## config.mk

```make
export PLATFORM = sky130hd
export DESIGN_NAME = icache_fill_ctrl
export DESIGN_NICKNAME = d
export VERILOG_FILES = /design/src/rtl/icache_fill_ctrl.sv
export SDC_FILE = /design/constraint.sdc
export NUM_CORES = 1
export LEC_CHECK = 0
export ABC_CLOCK_PERIOD_IN_PS = 3200
export CORE_ASPECT_RATIO = 1.2
export CORE_MARGIN = 3
export CORE_UTILIZATION = 24
export CTS_CLUSTER_DIAMETER = 150
export CTS_CLUSTER_SIZE = 12
export DETAILED_ROUTE_END_ITERATION = 8
export SLEW_MARGIN = 20
export SYNTH_ARGS = -nofsm -noshare
export SYNTH_HDL_FRONTEND = slang
export SYNTH_SLANG_ARGS = --single-unit
```

## constraint.sdc

```tcl
create_clock -name clk -period 3.2 [get_ports clk]
set_clock_uncertainty 0.05 [all_clocks]
set_input_delay 0.64 -clock clk [delete_from_list [all_inputs] [get_ports clk]]
set_output_delay 0.64 -clock clk [all_outputs]
set_load 0.005 [all_outputs]
```

## src/rtl/icache_fill_ctrl.sv

```systemverilog
`default_nettype none
// ============================================================================
// Module      : icache_fill_ctrl
// Description : Instruction-cache fill controller. Accepts instruction words
//               from a valid/ready source and writes each one into byte-wide
//               cache storage, lowest byte at the lowest address.
// Revision    : 1.0 - initial release
// ============================================================================
module icache_fill_ctrl #(
  parameter int MEM_WIDTH   = 8,
  parameter int INSTR_WIDTH = 32,
  parameter int CACHE_SIZE  = 256
) (
  input  logic                   clk,
  input  logic                   rst,
  input  logic                   start,
  input  logic [8:0]             fill_len,
  input  logic                   src_valid,
  input  logic [INSTR_WIDTH-1:0] src_data,
  output logic                   src_ready,
  output logic                   wr_en,
  output logic [9:0]             wr_addr,
  output logic [MEM_WIDTH-1:0]   wr_byte,
  output logic                   busy,
  output logic                   fetch_stall,
  output logic                   done,
  output logic                   err
);

  localparam int C_BPW    = INSTR_WIDTH / MEM_WIDTH;
  localparam int C_BIDX_W = (C_BPW > 1) ? $clog2(C_BPW) : 1;
  localparam logic [C_BIDX_W-1:0] C_LAST_K  = C_BIDX_W'(C_BPW - 1);
  localparam logic [8:0]          C_MAX_LEN = 9'(CACHE_SIZE);

  typedef enum logic [1:0] {
    S_IDLE      = 2'd0,
    S_WAIT_WORD = 2'd1,
    S_WRITE     = 2'd2,
    S_DONE      = 2'd3
  } state_t;

  state_t                  r_state;
  logic [8:0]              r_len;
  logic [8:0]              r_word_idx;
  logic [C_BIDX_W-1:0]     r_byte_idx;
  logic [9:0]              r_byte_addr;   // running 4*word_index + k
  logic [INSTR_WIDTH-1:0]  r_word;        // remaining bytes, next byte in the low lane
  logic [8:0]              w_word_idx_inc;

  assign w_word_idx_inc = r_word_idx + 9'd1;

  // The fetch pipeline is held for exactly as long as a fill is in flight.
  assign fetch_stall = busy;

  // Fill sequencer: state, indices and all registered outputs.
  always_ff @(posedge clk or posedge rst) begin
    if (rst) begin
      r_state     <= S_IDLE;
      r_len       <= '0;
      r_word_idx  <= '0;
      r_byte_idx  <= '0;
      r_byte_addr <= '0;
      r_word      <= '0;
      src_ready   <= 1'b0;
      wr_en       <= 1'b0;
      wr_addr     <= '0;
      wr_byte     <= '0;
      busy        <= 1'b0;
      done        <= 1'b0;
      err         <= 1'b0;
    end else begin
      wr_en <= 1'b0;
      done  <= 1'b0;
      case (r_state)
        S_IDLE: begin
          if (start) begin
            busy <= 1'b1;
            if (fill_len == 9'd0) begin
              // Empty fill completes immediately without touching storage.
              err     <= 1'b0;
              done    <= 1'b1;
              r_state <= S_DONE;
            end else if (fill_len > C_MAX_LEN) begin
              // Over-length request is rejected; flag stays set until a new start.
              err     <= 1'b1;
              done    <= 1'b1;
              r_state <= S_DONE;
            end else begin
              err         <= 1'b0;
              r_len       <= fill_len;
              r_word_idx  <= '0;
              r_byte_idx  <= '0;
              r_byte_addr <= '0;
              src_ready   <= 1'b1;
              r_state     <= S_WAIT_WORD;
            end
          end
        end

        S_WAIT_WORD: begin
          if (src_valid) begin
            // Byte 0 goes out straight from the source; the rest is kept shifted.
            src_ready   <= 1'b0;
            r_word      <= src_data >> MEM_WIDTH;
            wr_en       <= 1'b1;
            wr_addr     <= r_byte_addr;
            wr_byte     <= src_data[MEM_WIDTH-1:0];
            r_byte_addr <= r_byte_addr + 10'd1;
            r_byte_idx  <= '0;
            r_state     <= S_WRITE;
          end
        end

        S_WRITE: begin
          if (r_byte_idx == C_LAST_K) begin
            r_word_idx <= w_word_idx_inc;
            r_byte_idx <= '0;
            if (w_word_idx_inc == r_len) begin
              done    <= 1'b1;
              r_state <= S_DONE;
            end else begin
              src_ready <= 1'b1;
              r_state   <= S_WAIT_WORD;
            end
          end else begin
            r_byte_idx  <= r_byte_idx + 1'b1;
            wr_en       <= 1'b1;
            wr_addr     <= r_byte_addr;
            wr_byte     <= r_word[MEM_WIDTH-1:0];
            r_word      <= r_word >> MEM_WIDTH;
            r_byte_addr <= r_byte_addr + 10'd1;
          end
        end

        S_DONE: begin
          busy    <= 1'b0;
          r_state <= S_IDLE;
        end

        default: begin
          busy      <= 1'b0;
          src_ready <= 1'b0;
          r_state   <= S_IDLE;
        end
      endcase
    end
  end

endmodule
`default_nettype wire

```

After elaboration in Yosys (flattened, before gate mapping)

Cells that the tools add are included.

Register bits after elaboration: 87
Output and inout port bits: 24
Input bits: 45

Bitwise logic cells: 2
Equality and inequality tests: 12
Order comparisons: 1
Reduce and logical (&&, ||, !) cells: 15
Muxes and demuxes: 52
Add/subtract/negate cells: 3

Operators by type and width:

| operator                                                         | number |
|---|---|
| 10-bit two-way mux                                               | 7 |
| 32-bit two-way mux                                               | 2 |
| 32-bit one-hot mux with 2 select lines                           | 1 |
| 9-bit two-way mux                                                | 4 |
| 10-bit one-hot mux with 3 select lines                           | 1 |
| 2-bit two-way mux                                                | 11 |
| 10-bit one-hot mux with 2 select lines                           | 1 |
| 9-bit one-hot mux with 2 select lines                            | 1 |
| 8-bit two-way mux                                                | 2 |
| 8-bit one-hot mux with 2 select lines                            | 1 |
| 1-bit two-way mux                                                | 15 |
| 2-bit inequality test (second input constant)                    | 7 |
| 10-bit by 1-bit adder with 10-bit output (second input constant) | 1 |
| 5-bit AND reduction                                              | 2 |
| 9-bit by 1-bit adder with 9-bit output (second input constant)   | 1 |
| 9-bit equality test                                              | 1 |
| 9-bit greater-than comparator (second input constant)            | 1 |
| 9-bit logical NOT                                                | 1 |
| 2-bit one-hot mux with 4 select lines                            | 1 |
| 7-bit AND reduction                                              | 1 |
| 2-bit equality test (second input constant)                      | 3 |
| 1-bit one-hot mux with 2 select lines                            | 3 |
| 2-bit one-hot mux with 3 select lines                            | 1 |
| 3-bit AND reduction                                              | 2 |
| other kinds (10)                                                 | 14 |

Longest topological paths before layout

Gate-level depths: netlist of run 1.

Depth after elaboration: 5
Depth in mapped cells: 11
Gate-level depth less buffers: 10

Least setup slack after synthesis of run 1

No wires, ideal clock.

Kind: in2reg
From: input port fill_len[0]
To: register r_byte_addr[6]
Path slack: 0.694 ns
Stages: 9
Data required time: 3.072 ns
Arrival time: 2.378 ns
Library setup time: 0.078 ns
Cell sequence: nor4_1 nand2_1 ha_1 nor3b_1 nand2b_1 and3_1 nand4_1 or3_1 a21oi_1

Cells in the longest elaborated chain, start to end: 3

Ends and longest elaborated chain:

| element                                                            | RTL line | source |
|---|---|---|
| start: declaration                                                 | 17       | `input logic [8:0] fill_len,` |
| 9-bit greater-than comparator or 9-bit logical NOT (tied branches) | 83, 78   |  |
| 2-bit inequality test (no source line)                             | -        |  |
| 6-bit AND reduction (no source line) *                             | -        |  |
| end signal: assignment                                             | 108      | `r_byte_addr <= r_byte_addr + 10'd1;` |
| end signal: assignment                                             | 131      | `r_byte_addr <= r_byte_addr + 10'd1;` |
| end: declaration                                                   | 46       | `logic [9:0] r_byte_addr;` |

Mark *: on every way between the ends. The rest lies on a longest branch, timed or not.
A chain may end at the register's enable or synchronous reset.

Final worst setup path of run 1

From: input port fill_len[0]
To: register r_byte_addr[8]

The elaborated chain is that of the path after synthesis.

==> flow_summary.yaml, run 1 <==
outcome:
  status: "complete, no violations"
global_route:
  grt_pass1_wl_um: 15100
  antenna_found_initial: 0
  grt_usage_pct: 10.9
  globalRoute.totalOverflow: 0
  grt_pass1_vias: 3080
  grt_max_degree: 57
routing:
  ant_nets: 0
  via_per_inst: 4.53
  first_pass_iters: 4
  post-route-drc-count: 0
  routed_wl_um: 9090
  via_count: 2931
  wl_per_cell_um: 14.1
  drt_iter0_drc: 148
yosys:
  ys_seq_area_share_pct: 52.0
  ys_types: 38
  synth.avg_cell_area_um2: 10.5
  synth_cells: 362
  synth_edf_count: 0
  synth_warnings: 0
  syn-num-nets: 416
  synth_async_sr_flop_share_pct: 100
  syn_area_um2: 3800
  ys.flop_type: "dfrtp_1"
  ys_ff_latch: 79
clocking:
  path_clk_slew_ps: 60
  cts_sinks: 79
  hold_buffers: 0
  cts_setup_buffers: 0
  cts_max_level: 3
  root_buffer: "clkbuf_16"
  cts_buffers: 9
  clock_latency_ps: 340
  cts.path.max_buffers: 2
  tritoncts: "yes"
worst_setup_path:
  slowest_delay_ps: 480
  path_delay_family: "simple AND/OR/NAND/NOR gates"
  cp.buffers_inverters: 2
  cp.arrival_ps: 3180
  crit_type: "input pin to register"
  cp_max_fo: 4
  critPathCaptureType: "register"
  critPathLaunchType: "input pin"
  path_cells: "clkdlybuf4s50_1, nor4_4, buf_4, nand2_1, ha_1, nor3b_2, nand2b_4, and3_1, nand4_1, or3_1, a21oi_1"
  required_ps: 3410
  reg2reg_setup_slack_ps: 970
  slowest_stage: "clkdlybuf4s50_1"
sta:
  finalSetupViolCount: 0
  relSlewSlack_pct: 56.2
  hold_violations: 0
  setup_tns_ps: 0
  rsz0062_at_grt: "no"
  min_period_ps: 2980
  period_share_pct: 93.0
  worst_slew_pin_slew_ps: 654
  drv_slew: 0
  clock.fmax_mhz: 336
cells_and_area:
  nNetsFinal: 492
  antenna_cells: 0
  finalCoreUtilization_pct: 33.6
  area_growth_pct: 35.1
  final_cell_mix: "dfrtp_1, clkdlybuf4s50_1, nand2_1"
  drive_gt1_share_pct: 12.6
  final_common_cell: "dfrtp_1"
  num-fill-cells: 1561
min_path:
  hold_class: "register to register"
pwr:
  peakVddDrop_mv: 0.297
  leakagePower_nw: 2.18
  finalPower_mw: 4.56
  power.density_nw_per_um2: 889
die:
  die_width_um: 121
  pin_count: 69
  die_h_um: 144
  rows: 49
  dieArea_um2: 17400
  core_area_um2: 15300
  start_util_pct: 24.9
job:
  drv_cap: 0
placement:
  dp_hpwl_um: 6570
  io_buffers: 68
  gp_congestion: 0.785
[worst min-delay path, stage by stage (launching register included)]
cell and delay (ps):
dfrtp_1 340, nand2_1 40, o21ai_0 60
[what timing repair did]
item,in CTS,in global routing
pin swaps,0,1
setup endpoints to repair,1,3
resized for setup,1,3
[layer usage]
layer	share of wire [%]	vias to the layer above	global-route usage (%)
met5	0	-	0
met4	1.3	0	4.12
met1	45	1433	13.7
li1	-	1434	-
met2	50	56	17.9
met3	4.3	8	3.03
[area by class of cell]
| type | instances | area, µm² | share of cell area [%] |
|---|---|---|---|
| flip-flops and latches | 79 | 1980 | 38.5 |
| repair buffers | 80 | 783 | 15.3 |
| inverters | 11 | 42.5 | 0.828 |
| multi-input cells | 257 | 1750 | 34.1 |
| clock buffers | 11 | 243 | 4.73 |
| well taps | 204 | 255 | 4.97 |
| clock inverters | 5 | 81.3 | 1.58 |
[per-stage QoR]
| step | instances | hold WS (ps) | area [µm²] | worst slack [ps] |
|---|---|---|---|---|
| 6_report | 647 | 430 | 5130 | 225 |
| 2_1_floorplan | 362 | 400 | 3800 | 487 |
| 3_5_place_dp | 631 | 425 | 4780 | -291 |
| 3_3_place_gp | 631 | 416 | 4780 | -251 |
| 5_1_grt | 647 | 466 | 5130 | 15.8 |
| 4_1_cts | 647 | 439 | 5110 | 85.2 |
[cell families after synthesis]
group | after synthesis | synth area share [%]
AO/OA/AOI/OAI | 77 | 12.2
XOR/XNOR | 15 | 3.85
adder cells (fa/ha/maj) | 9 | 2.96
buffers and inverters | 26 | 2.90
flip-flops | 79 | 52.0
multiplexers | 45 | 12.5
AND/OR/NAND/NOR | 111 | 13.5
[report_power, final]
part / leakage [nW] / internal [mW] / switching (mW) / total (mW)
sequential: 1.02 / 1.35 / 0.238 / 1.59
clock: 0.156 / 0.705 / 0.415 / 1.12
combinational: 1.01 / 0.873 / 0.977 / 1.85
[worst paths after layout]
path	end	from	cells after the start
worst max-delay path	r_byte_addr[8]$_DFFE_PP0P_	fill_len[0]	11
worst min-delay path	r_word[4]$_DFFE_PP0P_	r_word[4]$_DFFE_PP0P_	2
worst max register to register	src_ready$_DFFE_PP0P_	r_word_idx[5]$_DFFE_PP0P_	6
worst min register to register	r_word[4]$_DFFE_PP0P_	r_word[4]$_DFFE_PP0P_	2
max in group asynchronous	wr_addr[8]$_DFFE_PP0P_	rst	3
min in group asynchronous	r_word[9]$_DFFE_PP0P_	rst	2
[registers in the layout, summed over array words and instances, names as in the netlist]
| name | count |
|---|---|
| err | 1 |
| busy | 1 |
| r_byte_addr | 10 |
| src_ready | 1 |
| wr_addr | 10 |
| wr_byte | 8 |
| done | 1 |
| wr_en | 1 |
| r_byte_idx | 2 |
| r_state | 2 |
| r_word_idx | 9 |
| r_len | 9 |
| r_word | 24 |
[synthesized netlist by cell type, types with 3 or more instances]
master | n | share of area (%)
clkbuf_1 | 10 | 0.99
ha_1 | 9 | 3.0
nor4_1 | 3 | 0.49
o21ai_0 | 48 | 6.3
xnor2_1 | 6 | 1.4
nor3_1 | 6 | 0.79
mux2_2 | 20 | 5.9
and3_1 | 3 | 0.49
nand2b_1 | 4 | 0.66
inv_1 | 11 | 1.1
or3_1 | 5 | 0.82
a21oi_1 | 9 | 1.2
mux2i_1 | 25 | 6.6
nand4_1 | 5 | 0.82
a22o_1 | 8 | 1.8
nand3_1 | 12 | 1.6
nor2_1 | 15 | 1.5
xor2_1 | 8 | 1.8
dfrtp_1 | 79 | 52
nand2_1 | 52 | 5.1
Note: power is estimated with default switching activity, not from simulation.
==> run 2, diff against run 1 <==
--- a/config.mk
+++ b/config.mk
@@ -5,9 +5,9 @@
 export SDC_FILE = /design/constraint.sdc
 export NUM_CORES = 1
 export LEC_CHECK = 0
-export ABC_CLOCK_PERIOD_IN_PS = 3200
+export ABC_CLOCK_PERIOD_IN_PS = 2800
 export CORE_ASPECT_RATIO = 1.2
-export CORE_MARGIN = 3
+export CORE_MARGIN = 1
 export CORE_UTILIZATION = 24
 export CTS_CLUSTER_DIAMETER = 150
 export CTS_CLUSTER_SIZE = 12
==> constraint.sdc (replaced) <==
create_clock -name clk -period 2.8 [get_ports clk]
set_clock_uncertainty 0.05 [all_clocks]
set_input_delay 0.56 -clock clk [delete_from_list [all_inputs] [get_ports clk]]
set_output_delay 0.56 -clock clk [all_outputs]
set_load 0.005 [all_outputs]
==> flow_summary.yaml, run 2 (synthesis results as in run 1) <==
placement:
  gp_congestion: 0.791
  dp_hpwl_um: 6600
  place_area_um2: 4820
  dp_slack_ps: -640
  io_buffers: 68
worst_setup_path:
  crit_type: "input pin to register"
  slowest_stage: "clkdlybuf4s50_1"
  path_cells: "clkdlybuf4s50_1, nor4_4, buf_4, nand2_1, inv_1, ha_1, nor3b_4, nand2b_4, and3_4, nand4_1, or3_1, a21oi_1"
  cp_max_fo: 4
  cp.arrival_ps: 2850
  slowest_delay_ps: 520
  cp.buffers_inverters: 3
  required_ps: 3020
  critPathLaunchType: "input pin"
  critPathCaptureType: "register"
  path_delay_family: "simple AND/OR/NAND/NOR gates"
cells_and_area:
  area_growth_pct: 36.0
  nNetsFinal: 497
  final_cell_mix: "dfrtp_1, clkdlybuf4s50_1, nand2_1"
  drive_gt1_share_pct: 14.3
  antenna_cells: 0
  top_register: "r_word"
  finalInstanceArea_um2: 5170
  final_common_cell: "dfrtp_1"
  top_regs: "r_word: 24 flops, r_byte_addr: 10 flops, wr_addr: 10 flops"
  largest_reg_flops: 24
clocking:
  hold_buffers: 0
  cts_buffers: 9
  root_buffer: "clkbuf_16"
  cts.path.max_buffers: 2
  path_clk_slew_ps: 60
  clock_latency_ps: 340
  tritoncts: "yes"
  cts_sinks: 79
  cts_max_level: 3
sta:
  period_share_pct: 94.1
  fin_ws_ps: 167
  hold_violations: 0
  setup_tns_ps: 0
  min_period_ps: 2630
  drv_slew: 0
  relSlewSlack_pct: 53.1
  clock.fmax_mhz: 380
  worst_slew_pin_slew_ps: 699
  finalSetupViolCount: 0
  rsz0062_at_grt: "no"
routing:
  wl_per_cell_um: 13.7
  first_pass_iters: 4
  drt_iter0_drc: 142
  post-route-drc-count: 0
  routed_wl_um: 8980
  via_per_inst: 4.50
  via_count: 2955
  ant_nets: 0
pwr:
  power.density_nw_per_um2: 990
  leakagePower_nw: 2.21
  finalPower_mw: 5.11
  peakVddDrop_mv: 0.498
global_route:
  grt_usage_pct: 12.2
  grt_pass1_vias: 3151
  antenna_found_initial: 0
  grt_pass1_wl_um: 15300
  grt_max_degree: 57
  globalRoute.totalOverflow: 0
die:
  pin_count: 69
  dieArea_um2: 16300
  die_width_um: 117
  core_area_um2: 15500
  die_h_um: 140
  rows: 50
  start_util_pct: 24.5
min_path:
  hold_class: "register to register"
outcome:
  status: "complete, no violations"
job:
  drv_cap: 0
==> run 2: changes by cell type in the layout (fill, tap and decap cells not counted), moves of 2 or more <==
cell             previous run  this run
buf_4                      11        16
bufinv_16                   2         0
clkdlybuf4s50_1            68        65
dlymetal6s2s_1              0         3
==> run 2: path summary, 6_finish.rpt <==
check / startpoint / end / slack (ps) / depth (start not counted)
setup / recovery: fill_len[3] / r_byte_addr[8]$_DFFE_PP0P_ / 170 / 12
hold / removal: r_word[12]$_DFFE_PP0P_ / r_word[12]$_DFFE_PP0P_ / 430 / 2
setup reg to reg: r_word_idx[5]$_DFFE_PP0P_ / src_ready$_DFFE_PP0P_ / 520 / 6
hold reg to reg: r_word[12]$_DFFE_PP0P_ / r_word[12]$_DFFE_PP0P_ / 430 / 2
max in group asynchronous: rst / r_len[5]$_DFFE_PP0P_ / 1490 / 3
min in group asynchronous: rst / wr_byte[2]$_DFFE_PP0P_ / 570 / 2
==> run 2: layer usage <==
metal	share of wire (%)	up-vias	track usage, %
met5	0	-	0
met3	4.1	21	3.53
met1	44	1441	14.6
met4	3.0	0	5.80
li1	-	1439	-
met2	49	54	19.8
==> run 2: power by group <==
group / switching [mW] / total [mW] / internal (mW) / leakage [nW]
sequential: 0.264 / 1.81 / 1.55 / 1.02
combinational: 1.15 / 2.20 / 1.06 / 1.06
clock: 0.475 / 1.10 / 0.623 / 0.132
==> run 2: worst min-delay path, delay by kind of cell, from the launching register on <==
family | cells | cell delay, ps
compound gates | 1 | 60
flops | 1 | 340
simple gates | 1 | 50
==> run 2: through the flow <==
stage               cells  hold WS (ps)  util, %
floorplan             362           400        -
global placement      639           413     31.0
detailed placement    639           420     31.1
CTS                   655           434     33.1
global route          656           453     33.3
finish                656           430     33.3
==> run 2: what timing repair did <==
item                       in CTS  in global routing
gates cloned                    0                  0
setup buffers                   0                  1
pin swaps                       2                  1
gates resized for setup         6                  7
setup endpoints to repair      17                  9
==> run 2: area by class of cell <==
class	count	area [µm²]
Tap cell	208	260
Timing Repair Buffer	85	828
Clock inverter	5	33.8
Fill cell	1629	10300
Inverter	11	42.5
Multi-Input combinational cell	257	1780
Sequential cell	79	1980
Clock buffer	11	243
